### config.mk
export PLATFORM = sky130hd
export DESIGN_NAME = usb_bit_stuffer
export DESIGN_NICKNAME = d
export VERILOG_FILES = /design/src/rtl/usb_bit_stuffer_pkg.sv /design/src/rtl/usb_bit_stuffer_ones_run_counter.sv /design/src/rtl/usb_bit_stuffer.sv
export SDC_FILE = /design/constraint.sdc
export NUM_CORES = 1
export LEC_CHECK = 0
export CAP_MARGIN = 25
export CORE_AREA = 2 2 39 41
export DETAILED_ROUTE_END_ITERATION = 6
export DIE_AREA = 0 0 41 43
export GPL_TIMING_DRIVEN = 1
export RECOVER_POWER = 100
export SLEW_MARGIN = 10
export SYNTH_ARGS = -nofsm -noshare
export SYNTH_HDL_FRONTEND = slang
export SYNTH_SLANG_ARGS = --single-unit
### constraint.sdc
create_clock -name clk -period 3.9 [get_ports clk]
set_input_delay 0.78 -clock clk [delete_from_list [all_inputs] [get_ports clk]]
set_output_delay 0.78 -clock clk [all_outputs]
set_load 0.005 [all_outputs]
### src/rtl/usb_bit_stuffer_pkg.sv
// Shared types and defaults for the USB transmit bit-stuffing stage.
package usb_pkg;

  typedef enum logic [1:0] {
    STF_IDLE,
    STF_PASS,
    STF_STUFF
  } stuff_state_t;

  localparam int USB_STUFF_RUN = 6;

endpackage

### src/rtl/usb_bit_stuffer_ones_run_counter.sv
// Saturating count of consecutive 1s; hit flags that the count being loaded equals RUN_LEN.
module usb_ones_run_counter
  import usb_pkg::*;
#(
  parameter int RUN_LEN = USB_STUFF_RUN,
  parameter int CNT_W   = 3
) (
  input  logic             clk,
  input  logic             rst,
  input  logic             clr,
  input  logic             load,
  input  logic             bit_in,
  input  logic             en,
  output logic [CNT_W-1:0] run,
  output logic             hit
);

  localparam logic [CNT_W-1:0] RUN_MAX = CNT_W'(RUN_LEN);

  logic [CNT_W-1:0] run_next;

  always_comb begin
    run_next = run;
    if (clr) begin
      run_next = '0;
    end else if (load) begin
      run_next = CNT_W'(bit_in);
    end else if (en) begin
      if (!bit_in)             run_next = '0;
      else if (run != RUN_MAX) run_next = run + CNT_W'(1);
    end
  end

  assign hit = (run_next == RUN_MAX);

  always_ff @(posedge clk) begin
    if (rst) run <= '0;
    else     run <= run_next;
  end

endmodule

### src/rtl/usb_bit_stuffer.sv
// USB transmit bit stuffer: inserts a 0 after RUN_LEN consecutive 1s, stalling the source meanwhile.
// Define BIT_STUFF_NRZI_EN to drive out_bit as the NRZI line level instead of the raw stuffed bit.
module usb_bit_stuffer
  import usb_pkg::*;
#(
  parameter int RUN_LEN = USB_STUFF_RUN,
  parameter int CNT_W   = 3
) (
  input  logic clk,
  input  logic rst,
  input  logic in_valid,
  input  logic in_bit,
  input  logic in_sop,
  input  logic in_last,
  output logic in_ready,
  output logic out_valid,
  output logic out_bit,
  output logic out_last,
  output logic stuffing
);

  stuff_state_t     state, state_next;
  logic             stuff_last;
  logic             accept, take, hit;
  logic [CNT_W-1:0] run;
  logic             valid_d, bit_d, last_d, stuffing_d;

  // NOTE: clocked state uses non-blocking assignments so every flop samples pre-edge values.
  always_ff @(posedge clk) begin
    if (rst) state <= STF_IDLE;
    else     state <= state_next;
  end

  // NOTE: every combinational output gets a default first, so no path can infer a latch.
  always_comb begin
    state_next = state;
    case (state)
      STF_IDLE, STF_PASS: begin
        if (take) begin
          if (hit)          state_next = STF_STUFF;
          else if (in_last) state_next = STF_IDLE;
          else              state_next = STF_PASS;
        end
      end
      STF_STUFF: state_next = stuff_last ? STF_IDLE : STF_PASS;
      default:   state_next = STF_IDLE;
    endcase
  end

  // take: an accepted bit that belongs to a packet (a bare bit in IDLE is dropped).
  always_comb begin
    in_ready   = (state != STF_STUFF);
    accept     = in_valid && in_ready;
    take       = accept && (in_sop || state == STF_PASS);
    stuffing_d = (state == STF_STUFF);
    valid_d    = take || stuffing_d;
    bit_d      = take && in_bit;
    last_d     = (take && in_last && !hit) || (stuffing_d && stuff_last);
  end

  usb_ones_run_counter #(
    .RUN_LEN (RUN_LEN),
    .CNT_W   (CNT_W)
  ) u_run (
    .clk    (clk),
    .rst    (rst),
    .clr    (stuffing_d),
    .load   (accept && in_sop),
    .bit_in (in_bit),
    .en     (take && !in_sop),
    .run    (run),
    .hit    (hit)
  );

  always_ff @(posedge clk) begin
    if (rst) begin
      out_valid  <= 1'b0;
      out_last   <= 1'b0;
      stuffing   <= 1'b0;
      stuff_last <= 1'b0;
    end else begin
      out_valid <= valid_d;
      out_last  <= last_d;
      stuffing  <= stuffing_d;
      if (take && hit) stuff_last <= in_last;
    end
  end

`ifdef BIT_STUFF_NRZI_EN
  // The line returns to J (1) right after a packet's final bit, before any new bit is encoded.
  logic level_base;
  assign level_base = out_last ? 1'b1 : out_bit;

  always_ff @(posedge clk) begin
    if (rst)          out_bit <= 1'b1;
    else if (valid_d) out_bit <= bit_d ? level_base : ~level_base;
    else              out_bit <= level_base;
  end
`else
  always_ff @(posedge clk) begin
    if (rst) out_bit <= 1'b0;
    else     out_bit <= bit_d;
  end
`endif

  run_bounded: assert property (@(posedge clk) disable iff (rst) run <= CNT_W'(RUN_LEN));

endmodule

==> results.md, run 1 <==
* Hold-fix buffer count after cts at 0
* Relative slew margins at 72.71%
* Final Power at about 0.22 mW
* Critical R2R Capture: out_last
* Final setup fails at 0
* Synth Instances at a little under 60
* Total GRT Usage at 15.61%
* Count of cells along the worst register-to-register path at 6
* Hold_sp: stuff_last
* Switch Pwr at 0.04921 mW
* Number of max-cap violations at 0
* Die width at 41 um
* Via count at 458
* Sequential fraction of the synthesis area at around 38%
* Routed WL at between 1 and 1.5 mm
* Max incr delay on CP at 0.62 ns
* Number of global-route vias before repair at 407
* Mapped Area at 528.0 um^2
* Filler instances at 156
* Root buf cell: clkbuf_4
* Worst setup path category: in -> reg
* Initial antenna violation count at 0
* Met2 usage at a little over a fifth
* Worst EP required at around 4.1 ns
* Ys Warns at 0
* Worst Skew at 0.01063 ns
* Hold Path End: stuff_last
* Worst-margin pin slew at 0.4069 ns
* DRT iter0 DRCs at 8
* DR pass1 iterations at 4
* Setup Fix Bufs, Post-CTS at 0
* Die Y at 43 um
* Slew Limit Fails at 0
* Met3 usage at under 10%
* Reg clk slew, reported paths at 0.07 ns
* Number of buffers created by CTS at 3
* Worst reg2reg setup slack at approximately 2.3 ns
* Final nets at 79
* DRC Markers at 0
* Hold WC Path Type: reg -> reg
* Power per cell area at between 300 and 400 nW/um^2
* Worst hold stages at 2
* Ant diodes at 0
* Post-Layout Cell Count at 86
* Critical Path AT at 2.59 ns
* Cells along the critical path: dlygate4sd3_1 > and4bb_1 > and4b_2 > o2bb2ai_1 > nand2_2 > a32o_1
* Avg Cell Area, Syn at 9.104 um^2
* Core area at between 1000 and 1500 um^2
* Drt wl/cell at 12.87 um
* Post-cts sizing count at 0
* Clock tree from TritonCTS: built
* PortBufs at 10
* Pint at between 0.15 and 0.2 mW
* Final Hold Fails at 0
* Mapped Nets at 66
* Die area at ~1800 um^2
* Met1 usage in global routing at 17.53%
* Leak pwr at 0.2638 nW
* RSZ-0062 raised after global routing: no
* Worst vdd ir at 0.0002409 V
* Maximum clock insertion buffer count at 2
* Layout cells sized above 1 at 12.86%
* CTS H-tree depth at 1
* First-pass GRT wire length at 1.725 mm
* Initial Util at 38.16%
* Largest net degree at the start of global routing at 10
* ANT nets after route at 0
* Busiest grt layer: met2
* Via density at 5.326
* Final worst path period share at 62.11%
* Sw Share at between 20% and 30%
* Fin crit period at approximately 2.4 ns
* Critical Path Start Type: input pin
* Reg power frac at 47.9%
* R2R Path Start: u_run.run[0]
* Logic pwr share at 9.6%
* Slowest-stage cell, CP: dlygate4sd3_1
* Final Wtd Congestion at 0.7752
* CP endpoint kind: flip-flop
* Dpl hpwl at 821.8 um
* Yosys reg bits at 10
* CP Max Fanout at 7
* Clock latency on the worst-skew pair at 0.27 ns
* Final TNS setup at 0 ns
* Io pins at 11
* Global route total overflow at 0
* Synth cell types at 29
* Area growth syn-to-layout at 24.64%
* Status: completed
* Clk sinks at 10
* Clock group share of total power at roughly 43%
* Fmax at 0.4128 GHz
* Placed cells at 82
* # rows at 14
worst max-delay path by stage:
| stage | startpoint | end | slack [ns] | cells after the start |
|---|---|---|---|---|
| finish | in_sop | out_last | 1.48 | 6 |
| global route | in_sop | out_last | 1.43 | 6 |
| CTS | state[0] | in_ready | 1.62 | 2 |
| detailed placement | in_sop | out_last | 1.34 | 6 |
| global placement | in_sop | out_last | 1.39 | 6 |
| floorplan | in_sop | out_last | 2.00 | 5 |
kinds of logic (layout without fill, tap and decap cells):
family / count (synthesis) / in the layout / share of synthesized area (%)
and+or+nand+nor: 27 / 27 / 31.99
AOI/OAI and AO/OA: 13 / 13 / 18.25
DFF: 10 / 10 / 37.91
buffers and inverters: 5 / 17 / 5.212
adders and majority gates: 2 / 2 / 4.739
muxes: 1 / 1 / 1.896
layer usage:
metal,share of wire [%],vias to the layer above
met5,0,-
met4,1.7,0
met3,7.7,2
met2,48,15
met1,43,209
li1,-,232
registers in the layout, indices dropped and copies added, names as in the netlist:
name and flops:
out_last 1, state 2, out_bit 1, stuff_last 1, stuffing 1, u_run.run 3, out_valid 1
synthesized netlist by cell type, drive strengths merged:
library cell / n / area, um^2
a2111oi: 1 / 8.760
a211oi: 2 / 15.01
a21oi: 3 / 15.01
a221o: 1 / 10.01
a32o: 1 / 10.01
and2: 1 / 6.260
and3: 1 / 7.510
and4b: 1 / 11.26
and4bb: 1 / 16.27
buf: 1 / 11.26
clkbuf: 1 / 5.000
dfxtp: 10 / 200.2
ha: 2 / 25.02
inv: 3 / 11.26
mux2i: 1 / 10.01
nand2: 6 / 25.03
nand2b: 5 / 33.78
nand3: 2 / 10.01
nand3b: 2 / 15.01
nand4: 1 / 12.51
nor2: 5 / 18.77
nor2b: 1 / 6.260
o211ai: 1 / 7.510
o21ai: 1 / 5.000
o21bai: 1 / 7.510
o2bb2ai: 2 / 17.52
or2: 1 / 6.260
cells in the final DEF (no fill, tap or decap), types with 2 or more instances in the layout:
master           Yosys  routed
nand2_1              5       5
clkdlybuf4s50_1      0       3
nor2_1               5       5
nand3b_1             2       2
a211oi_1             2       2
ha_1                 2       2
a21oi_1              3       3
clkbuf_4             0       3
o2bb2ai_1            2       2
dfxtp_1             10      10
dlygate4sd3_1        0       7
nand3_1              2       2
nand2b_1             4       4
inv_1                3       3
critical path, delay by kind of cell:
family,cells,cell delay (ns)
buffers and inverters,1,0.62
and+or+nand+nor,3,0.79
AOI/OAI and AO/OA,2,0.40
cell type report:
class	instances	area [um^2]	share of cell area [%]
flip-flops and latches	10	200.2	30.42
well taps	16	20.02	3.042
repair buffers	10	100.1	15.21
inverters	3	11.26	1.711
clock buffers	4	36.28	5.513
multi-input cells	43	290.3	44.11
stage by stage:
step,setup slack (ns),instance area (um^2),hold WS (ns),utilization (%)
2_1_floorplan,2.005,528.0,0.4610,-
3_3_place_gp,1.389,631.9,0.4923,45.66
3_5_place_dp,1.344,631.9,0.4977,45.66
4_1_cts,1.617,668.1,0.5092,48.28
5_1_grt,1.429,658.1,0.5248,47.56
6_report,1.478,658.1,0.5042,47.56
power by group through the flow:
| stage | Clock (mW) | Sequential (mW) | Combinational [mW] |
|---|---|---|---|
| finish | 0.0941 | 0.106 | 0.0214 |
| global route | 0.103 | 0.106 | 0.0238 |
| CTS | 0.0977 | 0.106 | 0.0231 |
| detailed placement | 0 | 0.109 | 0.0229 |
| global placement | 0 | 0.109 | 0.0227 |
| floorplan | 0 | 0.108 | 0.0117 |
Note: power is estimated with default switching activity, not from simulation.
==> inputs of run 2 (changes only) <==
PLACE_DENSITY = 0.67   (was not set)
clock period = 2.1 ns   (was 3.9 ns; I/O delays follow)
==> run 2 against run 1 <==
Compared with the run above: clock skew fell by 0.0092 ns; global-route usage up 1.2 points; combinational power is 100% higher; non-clock buffer count rose by 4; final cell count up 3.5%; sequential share of layout area is 0.29 points lower; sequential power is 86% higher; critical path depth did not move; register-to-register slack worse by 1.8 ns; cell area rose by 0.95%; clock-buffer cell count decreased by 1; first-iteration DRC count grew 38%; critical path type unchanged; highest routed layer unchanged.
==> results.md, run 2 (synthesis results as in run 1) <==
* Hold WC Path Type: reg -> reg (unchanged)
* CP Max Fanout at 7 (unchanged)
* ANT nets after route at 0 (unchanged)
* Routed WL at 1.174 mm (was 1.107 mm)
* DRC Markers at 0 (unchanged)
* Worst-margin pin slew at 0.3881 ns (was 0.4069 ns)
* Worst vdd ir at 0.0001970 V (was 0.0002409 V)
* Largest net degree at the start of global routing at 8 (was 10)
* Commonest non-fill, non-tap cells in the layout: 10 x dfxtp_1, 7 x dlygate4sd3_1, 6 x nand2_1, 5 x nor2_1, 4 x nand2b_1 (was 10 x dfxtp_1, 7 x dlygate4sd3_1, 5 x nor2_1, 5 x nand2_1, 4 x nand2b_1)
* Number of global-route vias before repair at 453 (was 407)
* Fmax at 0.5084 GHz
* Io pins at 11 (unchanged)
* Die width at 41 um (unchanged)
* Final setup fails at 0 (unchanged)
* Clk sinks at 10 (unchanged)
* Clock tree from TritonCTS: built (unchanged)
* Final worst path period share at 93.67%
* RSZ-0062 raised after global routing: no (unchanged)
* Critical Path AT at 2.12 ns (was 2.59 ns)
* Core area at 1384 um^2 (unchanged)
* Hold_sp: stuff_last (unchanged)
* Switch Pwr at 0.08470 mW (was 0.04921 mW)
* Power per cell area at 554.7 nW/um^2 (was 336.6 nW/um^2)
* Initial Util at 38.16% (unchanged)
* Area growth syn-to-layout at 25.83% (was 24.64%)
* R2R Path Start: u_run.run[0] (unchanged)
* Leak pwr at 0.2689 nW (was 0.2638 nW)
* # rows at 14 (unchanged)
* Setup Fix Bufs, Post-CTS at 0 (unchanged)
* Maximum clock insertion buffer count at 2 (unchanged)
* Final Hold Fails at 0 (unchanged)
* Post-cts sizing count at 0 (unchanged)
* Fin crit period at 1.967 ns
* Number of flip-flops under the largest register name at 3 (unchanged)
* CP endpoint kind: flip-flop (unchanged)
* Total GRT Usage at 16.82% (was 15.61%)
* Cells along the critical path: dlygate4sd3_1 > and4bb_1 > a221o_1 > nand4_1 > nand2_1 > a32o_1 (was dlygate4sd3_1 > and4bb_1 > and4b_2 > o2bb2ai_1 > nand2_2 > a32o_1)
* Number of max-cap violations at 0 (unchanged)
* Sw Share at 22.98% (was 22.21%)
* Placed cells at 86 (was 82)
* Hold-fix buffer count after cts at 0 (unchanged)
* First-pass GRT wire length at 2.007 mm (was 1.725 mm)
* Max incr delay on CP at 0.56 ns (was 0.62 ns)
* Slew Limit Fails at 0 (unchanged)
* Slowest-stage cell, CP: dlygate4sd3_1 (unchanged)
* Worst Skew at 0.001393 ns (was 0.01063 ns)
* Commonest non-fill, non-tap cell in the layout: dfxtp_1 (unchanged)
* Pint at 0.2839 mW (was 0.1723 mW)
* Clock latency on the worst-skew pair at 0.26 ns (was 0.27 ns)
* Post-Layout Cell Count at 89 (was 86)
* Reg clk slew, reported paths at 0.06 ns (was 0.07 ns)
* Die Y at 43 um (unchanged)
* Worst Setup SP: in_valid (was in_sop)
* DR pass1 iterations at 4 (unchanged)
* DRT iter0 DRCs at 11 (was 8)
* Logic pwr share at 11.9% (was 9.6%)
* Layout cells sized above 1 at 12.33% (was 12.86%)
* Number of buffers created by CTS at 3 (unchanged)
* Relative slew margins at 73.45% (was 72.71%)
* Die area at 1763 um^2 (unchanged)
* Ant diodes at 0 (unchanged)
* Drt wl/cell at 13.19 um (was 12.87 um)
* CTS H-tree depth at 1 (unchanged)
* Clock group share of total power at 34.6% (was 42.5%)
* PortBufs at 10 (unchanged)
* Final TNS setup at 0 ns (unchanged)
* Critical Path Start Type: input pin (unchanged)
* Reg power frac at 53.5% (was 47.9%)
* Final Wtd Congestion at 0.8522 (was 0.7752)
* Worst EP required at 2.25 ns (was 4.07 ns)
* Dpl hpwl at 906.9 um (was 821.8 um)
* Root buf cell: clkbuf_4 (unchanged)
* Status: completed (unchanged)
* Global route total overflow at 0 (unchanged)
* Via density at 5.416 (was 5.326)
* Top Registers: u_run.run x3, state x2 (unchanged)
* Top reg by flops: u_run.run (unchanged)
* Initial antenna violation count at 0 (unchanged)
* Via count at 482 (was 458)
* Final nets at 83 (was 79)
* Finished Core Util at 48.01% (was 47.56%)
* Worst setup path category: in -> reg (unchanged)
[run 2: power by group through the flow]
| stage | Clock [mW] | Combinational, mW | Sequential, mW |
|---|---|---|---|
| 3_5_place_dp | 0 | 0.0490 | 0.202 |
| 4_1_cts | 0.129 | 0.0494 | 0.197 |
| 5_1_grt | 0.142 | 0.0486 | 0.197 |
| 2_1_floorplan | 0 | 0.0218 | 0.201 |
| 6_report | 0.128 | 0.0437 | 0.197 |
| 3_3_place_gp | 0 | 0.0486 | 0.202 |
[run 2: through the flow]
step                      area (um^2)  power (mW)  setup slack (ns)  hold WS [ns]
after floorplan                 528.0      0.2230            0.5648        0.4610
after global placement          661.9      0.2501           0.08871        0.4844
after detailed placement        661.9      0.2508           0.03965        0.4991
after CTS                       684.4      0.3761            0.1817        0.5078
after global routing            664.4      0.3881           0.06435        0.5519
final                           664.4      0.3686            0.1329        0.5055
[run 2: final timing paths]
check	slack (ns)	cells past startpoint	end
worst min-delay path	0.51	2	stuff_last
worst max register to register	0.45	6	out_last
worst min register to register	0.51	2	stuff_last
worst max-delay path	0.13	6	out_last
[run 2: final cells by class]
| class | instances | area, um^2 |
|---|---|---|
| flip-flops and latches | 10 | 200.2 |
| inverters | 3 | 11.26 |
| fillers | 142 | 719.4 |
| clock buffers | 3 | 22.52 |
| well taps | 16 | 20.02 |
| multi-input cells | 43 | 287.8 |
| repair buffers | 14 | 122.6 |
[run 2: worst max-delay path: cells and delay by family]
kind	cells	cell delay (ns)
buffers and inverters	1	0.56
AO/OA/AOI/OAI	2	0.58
AND/OR/NAND/NOR	3	0.56
[run 2: per-layer routing]
layer	global-route usage (%)	wire length, um	up-vias
met3	4.712	49	4
met1	23.70	573	222
met5	0	0	-
li1	-	-	238
met4	8.000	28	0
met2	22.81	522	18
==> variant 1 (settings of run 2) <==
Add a define of `BIT_STUFF_NRZI_EN`.
--- a/src/rtl/usb_bit_stuffer.sv
+++ b/src/rtl/usb_bit_stuffer.sv
@@ -1,5 +1,7 @@
 // USB transmit bit stuffer: inserts a 0 after RUN_LEN consecutive 1s, stalling the source meanwhile.
 // Define BIT_STUFF_NRZI_EN to drive out_bit as the NRZI line level instead of the raw stuffed bit.
+`define BIT_STUFF_NRZI_EN
+
 module usb_bit_stuffer
   import usb_pkg::*;
 #(
Formal check against the unedited RTL: not equivalent (Yosys sat finds a counterexample within 4 cycles, from zero or initial values and one cycle with rst high).
==> variant 1 against run 2 <==
  * Worst setup slack gained 0.037 ns
  * Power up 5.8%
  * Sequential cell count is the same
  * Routed wire length increased by 2.9%
  * Design area is 9.4% higher
  * Synthesized area is 12% higher
  * Die area unchanged
  * Critical path depth down 3
  * Critical path type is now reg -> out
  * Critical endpoint is now in_ready
  * Highest routed layer unchanged
==> variant 1: results (changes against run 2) <==
status finished, final reports clean; post-synthesis sequential area ratio 34.0% (-3.9 points); met1 WL 566 µm (-1.2%); Design Area, Final 727 µm² (+9.4%); dominant cells by area after synthesis dfxtp_1 (34%), nand2_1 (4.5%), a21oi_1 (4.2%), ha_1 (4.2%), o311a_4 (3.6%); Clock Skew 0.00791 ns (+0.00651 ns); Filler cells 131 (-7.7%); Place WS 0.00224 ns (-0.0374 ns); dpl hpwl 930 µm (+2.5%); Placed Area 709 µm² (+7.2%); final hold slack 0.477 ns (-0.0287 ns); Synth top cells by count dfxtp_1 (10), nand2_1 (7), a21oi_1 (5), nor3_1 (4), o21ai_0 (4); Distinct cells, synth 35 (+21%); initial antenna violation count 0 (unchanged); leak pwr 0.312 nW (+16%); Slew @ Worst Pin 0.380 ns (-0.00821 ns); GRT met2 Usage 23.4% (+0.63 points); placed cells 91 (+5.8%); Crit-path slowest cell clkdlybuf4s50_1; CP max FO 8 (+1); WL per Instance 12.9 µm (-2.6%); synthesized net count 73 (+11%); flop2flop setup slack 0.36 ns (-0.09 ns); drt first-iter violations 9 (-2); via count 511 (+6.0%); first-pass GRT wire length 1.91 mm (-4.8%); total track usage 16.0% (-0.79 points); Hold Path Sink out_last$_SDFF_PP0_; Nets 88 (+6.0%); GR Util met1 20.5% (-3.2 points); met3 wire len 32 µm (-35%); largest net degree at the start of global routing 10 (+2); RD Place Congestion 0.773 (-9.4%); vias in the first global route 451 (-0.44%); VDD IR max 0.000341 V (+73%); cells after synthesis 65 (+12%); M3 GR Usage 3.14% (-1.6 points); first drt pass iteration count 4 (unchanged); worst path required time 1.68 ns (-0.57 ns); Psw 0.0000966 W (+14%); worst r2r dst state[0]$_SDFFE_PP0P_; cell family with most CP delay buffers and inverters; fin cells 94 (+5.6%); met2 routed WL 595 µm (+14%); share of layout cells above drive strength 1 17.9% (+5.6 points); Critical Path Max Stage Delay 0.50 ns (-0.06 ns); hold_sp stuff_last$_SDFFE_PP0P_; CTS H-tree lvls 1 (unchanged)
[variant 1: cell types whose count changed after synthesis, moves of 2 or more]
| cell | change |
|---|---|
| o21ai_0 | +3 |
| nor2_1 | -2 |
| a211oi_1 | -2 |
| nand3_1 | -2 |
| a21oi_1 | +2 |
| nand2b_1 | -3 |
| nor3_1 | +4 |
| nand2_1 | +2 |
[variant 1: power groups by stage]
stage	clock network [W]	logic (W)	registers, W
final	0.000126	0.0000614	0.000202
after global routing	0.000135	0.0000668	0.000203
after CTS	0.000132	0.0000640	0.000202
after detailed placement	0	0.0000633	0.000206
after global placement	0	0.0000631	0.000206
after floorplan	0	0.0000399	0.000206
[variant 1: area by class of cell]
| type | count | share of cell area, % |
|---|---|---|
| Clock buffer | 3 | 3.10 |
| Timing Repair Buffer | 12 | 15.8 |
| Multi-Input combinational cell | 49 | 48.0 |
| Inverter | 4 | 2.75 |
| Tap cell | 16 | 2.75 |
| Sequential cell | 10 | 27.5 |
[variant 1: cell families after synthesis]
kind of cell,count (synthesis),share of synthesized area (%)
buf+inv,6,5.95
mux,1,1.70
fa+ha+maj,2,4.25
compound gates,19,24.8
simple gates,26,27.8
flops,10,34.0
xor+xnor,1,1.49
[variant 1: worst max-delay path by stage]
stage                             from                    end  slack [ns]  cells past startpoint
6_report         state[0]$_SDFFE_PP0P_               in_ready        0.17                      3
5_1_grt                         in_sop  state[0]$_SDFFE_PP0P_        0.12                      6
4_1_cts          state[0]$_SDFFE_PP0P_               in_ready        0.15                      3
3_5_place_dp                    in_sop  state[0]$_SDFFE_PP0P_       0.002                      6
3_3_place_gp                  in_valid  state[0]$_SDFFE_PP0P_        0.02                      6
2_1_floorplan  u_run.run[0]$_SDFF_PP0_  state[0]$_SDFFE_PP0P_        0.46                      6
==> variant 2 (settings of run 2) <==
Made on the original files. Encoding of `stuff_state_t`: now one-hot (3 bits for 3 states).
--- a/src/rtl/usb_bit_stuffer_pkg.sv
+++ b/src/rtl/usb_bit_stuffer_pkg.sv
@@ -1,10 +1,10 @@
 // Shared types and defaults for the USB transmit bit-stuffing stage.
 package usb_pkg;
 
-  typedef enum logic [1:0] {
-    STF_IDLE,
-    STF_PASS,
-    STF_STUFF
+  typedef enum logic [2:0] {
+    STF_IDLE  = 3'b001,
+    STF_PASS  = 3'b010,
+    STF_STUFF = 3'b100
   } stuff_state_t;
 
   localparam int USB_STUFF_RUN = 6;
Behaviour: no difference found for any inputs over 10 cycles, from zero or initial values and one cycle with rst high; not proved beyond that.
==> variant 2 against run 2 <==
  * Worst setup slack lost 0.029 ns
  * Via count increased by 20%
  * Count of clock-buffer cells in the layout increased by 1
  * Fmax decreased by 1.4%
  * Sequential cell count is 1 higher
  * Power grew 14%
  * Design area grew 28%
  * First-iteration DRC count up 9.1%
  * Die area did not move
  * Combinational power rose by 30%
  * Routed wire length grew 23%
  * Synthesized area up 27%
  * Clock skew rose by 0.0027 ns
  * Largest cell class unchanged
  * Largest power group unchanged
==> variant 2: results (changes against run 2) <==
Distinct cells, synth 38 (+31%); RD Place Congestion 0.742 (-13%); crit path DAT 1.58 ns (-0.54 ns); initial antenna violation count 0 (unchanged); leak pwr 0.331 nW (+23%); vias in the first global route 568 (+25%); total wire length 1.45 mm (+23%); clk root buf clkbuf_4; dpl hpwl 1.12 mm (+23%); Port Buffer Count 10 (unchanged); Critical Path Max Stage Delay 0.48 ns (-0.08 ns); Setup Buffers After CTS 0 (unchanged); Synth top cells by count dfxtp_1 (11), a21oi_1 (6), nor2_1 (6), nand2b_1 (4); Nets 99 (+19%); Clock Tree Buf Depth 2 (unchanged); dominant cells by area after synthesis dfxtp_1 (33%), a21oi_1 (4.5%), mux2i_1 (4.5%), nand4bb_4 (4.1%), ha_1 (3.7%); met2 routed WL 742 µm (+42%); drt first-iter violations 12 (+1); Clock Skew 0.00406 ns (+0.00266 ns); status finished, final reports clean; Slew headroom 78.6% (+5.2 points); via count 578 (+20%); clk_lat worst skew approximately 0.27 ns; most common cell after layout, fill and taps aside dfxtp_1; largest net degree at the start of global routing 10 (+2); met3 wire len 44 µm (-10%); switching share of power 23.9% (+0.94 points); first drt pass iteration count 3 (-1); Max Used Layer met4; Top Registers state x3, u_run.run x3; total track usage 20.4% (+3.5 points); cell family with most CP delay simple AND/OR/NAND/NOR gates; first-pass GRT wire length 2.38 mm (+19%); Crit-path slowest cell or3b_4; Num CTS Buffers 3 (unchanged); synthesized net count 80 (+21%); CTS H-tree lvls 1 (unchanged); met1 WL 653 µm (+14%); VDD IR max 0.000256 V (+30%); share of layout cells above drive strength 1 18.9% (+6.6 points); post-synthesis sequential area ratio 32.8% (-5.1 points)
[variant 2: changes by cell type after synthesis, moves of 2 or more]
cell,before,now
nand2_1,5,3
mux2i_1,1,3
nand3_1,2,0
o2bb2ai_1,2,0
a21oi_1,3,6
and2_1,1,3
nor2b_1,1,3
[variant 2: cell families (layout without fill, tap and decap cells)]
group	after synthesis	after routing	share of synthesized area (%)
AO/OA/AOI/OAI	20	20	21.1
adder cells (fa/ha/maj)	2	2	3.73
buffers and inverters	7	25	5.78
flip-flops	11	11	32.8
multiplexers	3	3	4.48
AND/OR/NAND/NOR	29	29	32.1
[variant 2: stage by stage]
stage / worst slack [ns] / utilization [%] / TNS (ns) / cells / cell area (µm²)
floorplan: 0.351 / - / 0 / 72 / 671
global placement: -0.197 / 59.5 / -0.738 / 102 / 823
detailed placement: -0.257 / 59.5 / -0.904 / 102 / 823
CTS: 0.0413 / 61.6 / 0 / 106 / 852
global route: 0.0237 / 61.6 / 0 / 106 / 852
finish: 0.104 / 61.6 / 0 / 106 / 852
[variant 2: layout make-up]
cell class,count,area (µm²)
Clock buffer,4,26.3
Multi-Input combinational cell,54,412
Fill cell,131,532
Inverter,3,11.3
Tap cell,16,20.0
Sequential cell,11,221
Timing Repair Buffer,18,161
[variant 2: final timing paths]
check                                from               endpoint  slack (ns)  cells past startpoint
setup / recovery    state[0]$_SDFFE_PP1P_               in_ready        0.10                      2
setup reg to reg    state[2]$_SDFFE_PP0P_  state[1]$_SDFFE_PP0P_        0.15                      6
hold reg to reg   stuff_last$_SDFFE_PP0P_    out_last$_SDFF_PP0_        0.57                      2
hold / removal    stuff_last$_SDFFE_PP0P_    out_last$_SDFF_PP0_        0.57                      2
[variant 2: routing by layer]
layer,vias to the layer above,GRT usage [%]
li1,300,-
met1,270,24.4
met2,6,32.2
met3,2,4.71
met4,0,10.0
met5,-,0
[variant 2: power groups by stage]
stage,Sequential (W),Combinational (W),Clock (W)
after global placement,0.000222,0.0000577,0
after floorplan,0.000221,0.0000266,0
after global routing,0.000218,0.0000627,0.000159
after detailed placement,0.000222,0.0000582,0
after CTS,0.000217,0.0000585,0.000152
final,0.000217,0.0000570,0.000145
[variant 2: what timing repair did]
action / CTS / global route
resized for setup: 1 / 3
pin swaps: 0 / 1
endpoints found under the hold margin: 0 / 0
endpoints found under the setup margin: 1 / 5
hold buffers: 0 / 0
[variant 2: tightest hold or removal path: cells and delay by family, from the launching register on]
kind | cells | cell delay [ns]
compound gates | 1 | 0.08
simple gates | 1 | 0.10
flops | 1 | 0.34
